**config.mk**
```make
export PLATFORM = sky130hd
export DESIGN_NAME = mem_stage
export DESIGN_NICKNAME = d
export VERILOG_FILES = /design/src/rtl/mem_stage.sv
export SDC_FILE = /design/constraint.sdc
export NUM_CORES = 1
export LEC_CHECK = 0
export CORE_MARGIN = 4
export CORE_UTILIZATION = 49
export CTS_CLUSTER_SIZE = 20
export DETAILED_ROUTE_END_ITERATION = 16
export HOLD_SLACK_MARGIN = 0.12
export MAX_ROUTING_LAYER = met4
export PLACE_DENSITY_LB_ADDON = 0.15
export SETUP_SLACK_MARGIN = 0.02
export SLEW_MARGIN = 20
export SYNTH_ARGS = -nofsm -noshare
export SYNTH_HDL_FRONTEND = slang
export SYNTH_SLANG_ARGS = --single-unit
```
**constraint.sdc**
```tcl
create_clock -name clk -period 5.95 [get_ports clk]
set_input_delay 0.595 -clock clk [delete_from_list [all_inputs] [get_ports clk]]
set_output_delay 0.595 -clock clk [all_outputs]
set_load 0.02 [all_outputs]
```
**src/rtl/mem_stage.sv**
```systemverilog
// Memory stage: non-memory ops pass straight to writeback; loads/stores run one
// request/ack transaction. Optional MEM_ALIGN_CHECK_EN faults misaligned addresses.
module mem_stage (
  input  logic        clk,
  input  logic        rst,
  input  logic        M_valid_i,
  input  logic [3:0]  M_icode_i,
  input  logic [31:0] M_valE_i,
  input  logic [31:0] M_valA_i,
  input  logic [3:0]  M_dstE_i,
  input  logic [3:0]  M_dstM_i,
  output logic        m_stall_o,
  output logic        mem_req_o,
  output logic        mem_we_o,
  output logic [31:0] mem_addr_o,
  output logic [31:0] mem_wdata_o,
  input  logic        mem_ack_i,
  input  logic [31:0] mem_rdata_i,
  input  logic        mem_err_i,
  output logic        m_valid_o,
  output logic [31:0] m_valE_o,
  output logic [31:0] m_valM_o,
  output logic [3:0]  m_dstE_o,
  output logic [3:0]  m_dstM_o,
  output logic [2:0]  m_stat_o,
  output logic [1:0]  dbg_state
);

  localparam logic [3:0] I_HALT   = 4'h0;
  localparam logic [3:0] I_RMMOVL = 4'h4;
  localparam logic [3:0] I_MRMOVL = 4'h5;
  localparam logic [3:0] I_CALL   = 4'h8;
  localparam logic [3:0] I_RET    = 4'h9;
  localparam logic [3:0] I_PUSHL  = 4'hA;
  localparam logic [3:0] I_POPL   = 4'hB;

  localparam logic [2:0] S_AOK = 3'd1;
  localparam logic [2:0] S_HLT = 3'd2;
  localparam logic [2:0] S_ADR = 3'd3;

  typedef enum logic [1:0] {
    ST_IDLE   = 2'd0,
    ST_ACCESS = 2'd1,
    ST_HALTED = 2'd2
  } state_t;

  state_t state_q, state_d;

  logic        in_rd, in_wr, in_mem, in_misalign;
  logic [31:0] in_addr;
  logic        take_nonmem, take_mem, take_bad, finish;

  // Latched copy of the instruction under memory access
  logic [31:0] lat_valE;
  logic [3:0]  lat_dstE, lat_dstM;
  logic        lat_rd;

  assign in_rd   = (M_icode_i == I_MRMOVL) || (M_icode_i == I_POPL) || (M_icode_i == I_RET);
  assign in_wr   = (M_icode_i == I_RMMOVL) || (M_icode_i == I_PUSHL) || (M_icode_i == I_CALL);
  assign in_mem  = in_rd || in_wr;
  // Stack pops read through the old stack pointer carried in valA
  assign in_addr = ((M_icode_i == I_POPL) || (M_icode_i == I_RET)) ? M_valA_i : M_valE_i;

`ifdef MEM_ALIGN_CHECK_EN
  assign in_misalign = |in_addr[1:0];
`else
  assign in_misalign = 1'b0;
`endif

  assign m_stall_o = (state_q == ST_ACCESS) ||
                     ((state_q == ST_IDLE) && M_valid_i && in_mem);
  assign dbg_state = state_q;

  always_comb begin
    state_d     = state_q;
    take_nonmem = 1'b0;
    take_mem    = 1'b0;
    take_bad    = 1'b0;
    finish      = 1'b0;
    case (state_q)
      ST_IDLE: begin
        if (M_valid_i) begin
          if (!in_mem) begin
            take_nonmem = 1'b1;
            if (M_icode_i == I_HALT) state_d = ST_HALTED;
          end else if (in_misalign) begin
            take_bad = 1'b1;
            state_d  = ST_HALTED;
          end else begin
            take_mem = 1'b1;
            state_d  = ST_ACCESS;
          end
        end
      end
      ST_ACCESS: begin
        if (mem_ack_i) begin
          finish  = 1'b1;
          state_d = mem_err_i ? ST_HALTED : ST_IDLE;
        end
      end
      ST_HALTED: state_d = ST_HALTED;
      default:   state_d = ST_IDLE;
    endcase
  end

  always_ff @(posedge clk or negedge rst) begin
    if (!rst) begin
      state_q     <= ST_IDLE;
      mem_req_o   <= 1'b0;
      mem_we_o    <= 1'b0;
      mem_addr_o  <= '0;
      mem_wdata_o <= '0;
      lat_valE    <= '0;
      lat_dstE    <= '0;
      lat_dstM    <= '0;
      lat_rd      <= 1'b0;
      m_valid_o   <= 1'b0;
      m_valE_o    <= '0;
      m_valM_o    <= '0;
      m_dstE_o    <= '0;
      m_dstM_o    <= '0;
      m_stat_o    <= '0;
    end else begin
      state_q   <= state_d;
      m_valid_o <= 1'b0;
      if (take_nonmem || take_bad) begin
        m_valid_o <= 1'b1;
        m_valE_o  <= M_valE_i;
        m_valM_o  <= '0;
        m_dstE_o  <= M_dstE_i;
        m_dstM_o  <= M_dstM_i;
        if (take_bad)                    m_stat_o <= S_ADR;
        else if (M_icode_i == I_HALT)    m_stat_o <= S_HLT;
        else                             m_stat_o <= S_AOK;
      end
      if (take_mem) begin
        mem_req_o   <= 1'b1;
        mem_we_o    <= in_wr;
        mem_addr_o  <= in_addr;
        mem_wdata_o <= M_valA_i;
        lat_valE    <= M_valE_i;
        lat_dstE    <= M_dstE_i;
        lat_dstM    <= M_dstM_i;
        lat_rd      <= in_rd;
      end
      if (finish) begin
        mem_req_o <= 1'b0;
        m_valid_o <= 1'b1;
        m_valE_o  <= lat_valE;
        m_valM_o  <= (lat_rd && !mem_err_i) ? mem_rdata_i : '0;
        m_dstE_o  <= lat_dstE;
        m_dstM_o  <= lat_dstM;
        m_stat_o  <= mem_err_i ? S_ADR : S_AOK;
      end
    end
  end

endmodule

```
After elaboration in Yosys (flattened, before gate mapping)
Index checks and enable logic that the tools add are counted.

Logic and storage cells: 74. Output and inout port bits: 145. Bits of input ports: 113. Register bits: 185.

Mux-type cells: 32. Reductions and logical operators: 16. Equal/unequal tests: 11.

Operator list (number): $mux 32 (6); $eq 4x4->1 const B (4); $mux 4 (4); $mux 2 (7); $mux 1 (12); $eq 4x3->1 const B (2); $logic_or 1x1->1 (7); $mux 3 (2); $pmux 2 s3 (1); $logic_not 4->1 (1); $ne 2x2->1 const B (2); $reduce_bool 2->1 (2); $logic_and 1x1->1 (3); $ne 3x2->1 const B (1); $reduce_and 3->1 (1); $eq 2x1->1 const B (1); $eq 2x2->1 const B (1); $logic_not 2->1 (1); $logic_not 1->1 (1).

Logic depth before layout (Yosys ltp)
Gate-level depths: netlist (run 1).

Depth after elaboration: 9. Gate-level depth with buffers: 7. Depth with buffers taken out: 4.

Worst setup path after synthesis (run 1)
OpenSTA, ideal clock, no wires.

Path type: input to output. Start: in M_icode_i[2]. End: out m_stall_o. Stages on the path: 5. Buffers on the path: 2. Arrival: 1.802 ns. Slack: 3.553 ns. Data required time: 5.355 ns. Cell sequence: nor3b_1 -> o21bai_1 -> clkbuf_1 -> clkbuf_1 -> nand2_1.

Word-level cells in the longest chain between the ends: 6. Elaborated cells on any way between the ends: 13. Those cells by class: eq/ne: 6; reduce/logical: 7.

Ends and longest elaborated chain: start: declaration (line 7) `input logic [3:0] M_icode_i,`; $eq 4x3->1, or another cell as far along (line 58) `assign in_rd = (M_icode_i == I_MRMOVL) || (M_icode_i == I_POPL) || (M_icode_i == I_RET);`; $logic_or 1x1->1, on equally long branches (2 in a row) (line 58, 59); $logic_or 1x1->1 (*) (line 60) `assign in_mem = in_rd || in_wr;`; $logic_and 1x1->1 (*) (line 71) `((state_q == ST_IDLE) && M_valid_i && in_mem);`; $logic_or 1x1->1 (*) (line 70) `assign m_stall_o = (state_q == ST_ACCESS) ||`; end: declaration (line 12) `output logic m_stall_o,`.

Mark *: on every way between the ends. The rest lies on a longest branch, timed or not.

Final worst setup path (run 1)
Start: in M_icode_i[3]. End: out m_stall_o.

Same word-level chain as after synthesis.

==> results of run 1 <==
[kinds of logic (layout without fill, tap and decap cells)]
group / after synthesis / after routing / synth area share
flip-flops: 184 / 184 / 0.632
buffers and inverters: 81 / 339 / 0.0479
AND/OR/NAND/NOR: 53 / 53 / 0.0325
AO/OA/AOI/OAI: 150 / 150 / 0.127
other: 1 / 2 / 0.000515
multiplexers: 107 / 107 / 0.160
[layout make-up]
cell class,count,area share
clock buffer,19,0.0428
multi-input combinational,311,0.223
sequential,184,0.435
timing repair buffer,265,0.249
antenna,1,0.000236
clock inverter,13,0.0138
tap,184,0.0217
inverter,42,0.0149
[final timing paths]
kind	from	to	slack (ns)	cells past startpoint
max	M_icode_i[3]	m_stall_o	2.60	5
min	mem_addr_o[14]	mem_addr_o[14]	0.48	2
max reg2reg	dbg_state[1]	m_stat_o[1]	3.08	6
min reg2reg	mem_addr_o[14]	mem_addr_o[14]	0.48	2
max in group asynchronous	rst	mem_addr_o[7]	4.06	3
min in group asynchronous	rst	m_valM_o[25]	0.61	2
[stage by stage]
stage	cell area [sq um]	utilization	hold WS, ns
2_1_floorplan	7280	-	0.299
3_3_place_gp	9970	0.686	0.460
3_5_place_dp	9970	0.686	0.469
4_1_cts	10600	0.728	0.483
5_1_grt	10600	0.728	0.503
6_report	10600	0.729	0.479
[power groups by stage]
stage               clock network (uW)  registers [uW]  logic (uW)
floorplan                            0            2520         629
global placement                     0            2060        2150
detailed placement                   0            2090        2190
CTS                               1140            2080        2200
global route                      1200            2130        2310
finish                            1120            2070        2170
[layer usage]
metal	track usage	up-vias
met5	-	-
met4	0.0721	0
met3	0.0692	21
met2	0.394	198
met1	0.269	2693
li1	-	2513
[Yosys cell counts (all sizes together)]
library cell	instances	area share
nor2b	2	0.0017
buf	17	0.015
inv	42	0.022
dfrtp	184	0.63
and2	1	0.00086
nor3b	3	0.0031
mux2	73	0.11
nand3	1	0.00069
or3	1	0.00086
clkbuf	22	0.011
or3b	1	0.0012
nor2	3	0.0015
and3	1	0.00086
o21bai	2	0.0021
nand2	37	0.019
mux2i	34	0.047
nor3	1	0.00069
a22o	32	0.038
a221o	1	0.0014
o22ai	38	0.033
nor4	1	0.00086
conb	1	0.00051
or4	1	0.0010
a21oi	43	0.030
o21ai	34	0.023
[state kept, by name, summed over array words and instances, names as in the netlist]
register,flops
m_valE_o,32
dbg_state,2
lat_valE,32
mem_wdata_o,32
lat_dstE,4
m_valM_o,32
m_dstE_o,4
m_valid_o,1
lat_dstM,4
mem_we_o,1
mem_addr_o,32
mem_req_o,1
m_stat_o,2
m_dstM_o,4
lat_rd,1
[timing repair]
action	CTS	global route
endpoints found under the hold margin	31	0
hold buffers	1	0
endpoints found under the setup margin	0	0
resized for setup	0	0
[worst max-delay path, cell delays in order]
cell and delay [ns]:
clkdlybuf4s50_1 0.51, nor3b_1 0.50, o21bai_4 0.34, nand2_1 0.16, clkdlybuf4s50_1 0.65
[placed cells by master, fill, tap and decap left out, types with 5 or more instances in the layout]
master | netlist | layout
a21oi_1 | 43 | 43
inv_1 | 42 | 42
clkbuf_16 | 0 | 17
a22o_1 | 32 | 32
nand2_1 | 37 | 36
clkinvlp_4 | 0 | 5
dfrtp_1 | 184 | 184
mux2_2 | 73 | 73
mux2i_1 | 34 | 34
o22ai_1 | 38 | 38
clkdlybuf4s50_1 | 0 | 255
o21ai_0 | 34 | 34
buf_4 | 1 | 8
==> flow_summary.toml, run 1 <==
[flow_run]
maxCapViolations = 0

[routing]
met1_length_mm = 7.65
wl_mm = 19.3
wl_met2_mm = 9.87
remaining_drc_errors = 0
drtPass1Iterations = 4
wire_per_inst_um = 19.0
ant_nets = 0
top_layer_used = "met4"
drt_iter0_markers = 264
wl_met3_mm = 1.54
post_drt_via_cell_ratio = 5.32
vias = 5425

[final_layout]
syn2layout_area_growth_pct = 45.4
final_cells = 1019
nNetsFinal = 934
multi_input_area_sq_um = 2360
fill_cells = 1027
seq_area_sq_um = 4600
layout-drive-gt1-share = 0.144

[grt]
grt_pass1_wl_mm = 29.4
antenna_found_initial = 0
grt_max_degree = 81
track_usage = 0.233
grt_pass1_vias = 5651
grt-ovfl-total = 0

[timing]
finalCritPeriodShare = 0.563
final_max_slew_viol_count = 0
max_freq_ghz = 0.298
tns_ns = 0
fin_skew_ns = 0.0116
fin_ws_ns = 2.60
finalHoldViolCount = 0
fin_crit_ns = 3.35
max_slew_margin = 0.339
tightest_slew_ns = 0.992
rsz0062_at_grt = "false"
finalSetupViolations = 0

[floorplanning]
die_area_sq_um = 16900
die_height_um = 130
ios = 258
rows = 44
start_util = 0.501
core_sq_um = 14500
fp.dieW_um = 130

[placement]
post-place-ws_ns = 2.23
dp.cells = 985
hpwl_mm = 13.8
place.gp.congestion = 0.804
portBuffers = 256

[yosys]
synthesis.nets = 689
ys_warn_count = 0
synth_cell_type_count = 28
synth_seq_area_share = 0.632
avgSynthCellArea_sq_um = 12.6
syn_area_sq_um = 7280
synth_cells = 576
ys_ff_latch = 184

[worst_setup_path]
crit_type = "primary input to output port"
cp-end-kind = "output port"
cp_data_arrival_time_ns = 2.76
cp_max_fo = 29
start_kind = "primary input"
critPathRequiredTime_ns = 5.36

[power]
seqPwrFrac = 0.386
switching_share = 0.346
peakVddDrop_mv = 0.272
switchingPower_uw = 1860
combPwrFrac = 0.405
p_per_area_nw_per_um2 = 506
total_leakage_power_uw = 0.00486
power_uw = 5360
intPower_uw = 3510
p_clk_frac = 0.208

[cts]
clkSlewWorstSetupHoldPaths_ns = 0.06
htree_levels = 4
clockBufferDepth = 2
clock-sinks = 184
numCtsBuffers = 17
cts_tree = "done"
cts_root_buffer = "clkbuf_16"
clk_latency_ns = 0.42
post_cts_buffers = 0

[outcome]
status = "complete, no violations"

[hold_path]
hold_class = "flop to flop"
Power figures use the tool's default switching activity.
==> inputs of run 2 (changes only) <==
CORE_UTILIZATION = 41   (was 49)
clock period = 2.8 ns   (was 5.95 ns; I/O delays follow)
==> flow_summary.toml, run 2 (synthesized netlist as in run 1, its figures left out) <==
[grt]
grt_pass1_vias = 5647
antenna_found_initial = 0
grt_pass1_wl_mm = 31.7
track_usage = 0.210
grt-ovfl-total = 0
grt_max_degree = 95

[final_layout]
final_core_util = 0.613
syn2layout_area_growth_pct = 46.1
diodes = 0
final_common_cell = "clkdlybuf4s50_1"
layout-drive-gt1-share = 0.142
stdcell_area_sq_um = 10600
mostFrequentLayoutCells = "clkdlybuf4s50_1, dfrtp_1, mux2_2"
nNetsFinal = 938
fill_cells = 1367

[worst_setup_path]
timing.critical_path.to = "m_stall_o"
cp_max_fo = 7
critPathRequiredTime_ns = 2.52
path_cells = "or3b_1, o21bai_4, nand2_1, clkdlybuf4s50_1"
r2r_start = "dbg_state[0]"
r2r_slack_ns = 0.65
critPathMaxStageDelay_ns = 0.65
cp_data_arrival_time_ns = 2.24
start_kind = "flop"
worst-path-buf-inv = 1
path_delay_family = "buffers and inverters"
crit_cells = 4
reg2regPathDepth = 5
r2r_end = "m_stat_o[1]"
cp-startpoint = "dbg_state[0]"
cp-end-kind = "output port"
cpMaxStageDelayCell = "clkdlybuf4s50_1"
crit_type = "flop to output port"

[cts]
numCtsBuffers = 17
htree_levels = 4
clockBufferDepth = 2
clkSlewWorstSetupHoldPaths_ns = 0.06
clock-sinks = 184
postCtsHoldBufs = 1
post_cts_buffers = 0
cts_tree = "done"
cts_root_buffer = "clkbuf_16"
clk_latency_ns = 0.43
cts_resized = 0

[timing]
max_freq_ghz = 0.397
finalCritPeriodShare = 0.900
tightest_slew_ns = 0.948
hold_ws_ns = 0.355
finalSetupViolations = 0
fin_skew_ns = 0.00623
max_slew_margin = 0.368
rsz0062_at_grt = "false"
tns_ns = 0
fin_ws_ns = 0.280
fin_crit_ns = 2.52
finalHoldViolCount = 0
final_max_slew_viol_count = 0

[floorplanning]
die_area_sq_um = 20000
start_util = 0.420
die_height_um = 141
rows = 48
fp.dieW_um = 141
ios = 258
core_sq_um = 17400

[routing]
drt_iter0_markers = 218
drtPass1Iterations = 4
remaining_drc_errors = 0
post_drt_via_cell_ratio = 5.08
wl_mm = 20.2
vias = 5399
wire_per_inst_um = 19.1
ant_nets = 0

[placement]
place.gp.congestion = 0.871
hpwl_mm = 14.3
portBuffers = 256
post-place-ws_ns = 0.253
place_area_sq_um = 10100

[power]
peakVddDrop_mv = 0.541
p_per_area_nw_per_um2 = 1060
total_leakage_power_uw = 0.00487

[hold_path]
hold_class = "primary input to async pin"

[flow_run]
maxCapViolations = 0

[outcome]
status = "complete, no violations"
==> run 2: changes by cell type in the layout (fill, tap and decap cells not counted), sizes merged <==
cell      change
inv           -1
diode         -1
bufinv        -1
clkinvlp      -1
clkbuf        +6
clkinv        -3
buf           +3
==> run 2: metrics by stage <==
stage / instances / power [uW]
2_1_floorplan: 576 / 6690
3_3_place_gp: 1030 / 8990
3_5_place_dp: 1030 / 9140
4_1_cts: 1062 / 11400
5_1_grt: 1062 / 11900
6_report: 1062 / 11300
==> run 2: final cells by class <==
| cell class | count | area [sq um] | share of cell area |
|---|---|---|---|
| Sequential cell | 184 | 4600 | 0.433 |
| Clock buffer | 24 | 482 | 0.0453 |
| Inverter | 42 | 158 | 0.0148 |
| Tap cell | 225 | 282 | 0.0264 |
| Timing Repair Buffer | 269 | 2690 | 0.253 |
| Clock inverter | 7 | 70.1 | 0.00658 |
| Multi-Input combinational cell | 311 | 2360 | 0.221 |
==> run 2: layer usage <==
layer	wire, um	track usage	part of all wire	up-vias
li1	-	-	-	2525
met1	8400	0.261	0.42	2676
met2	10100	0.339	0.50	178
met3	1350	0.0586	0.067	20
met4	348	0.0622	0.017	0
met5	0	-	0	-
==> run 2: power by group <==
| group | switching, uW | internal [uW] | total [uW] |
|---|---|---|---|
| clock | 979 | 1290 | 2270 |
| sequential | 597 | 3780 | 4380 |
| combinational | 2340 | 2330 | 4670 |
==> run 2: how the worst min path moves through the flow <==
stage	to	cells after the start	slack, ns	from
floorplan	dbg_state[0]	0	-0.02	rst
CTS	m_valM_o[12]	2	0.36	rst
finish	m_valM_o[12]	2	0.36	rst
global route	mem_wdata_o[23]	2	0.37	rst
global placement	m_valM_o[11]	1	0.23	rst
detailed placement	m_valM_o[12]	1	0.24	rst
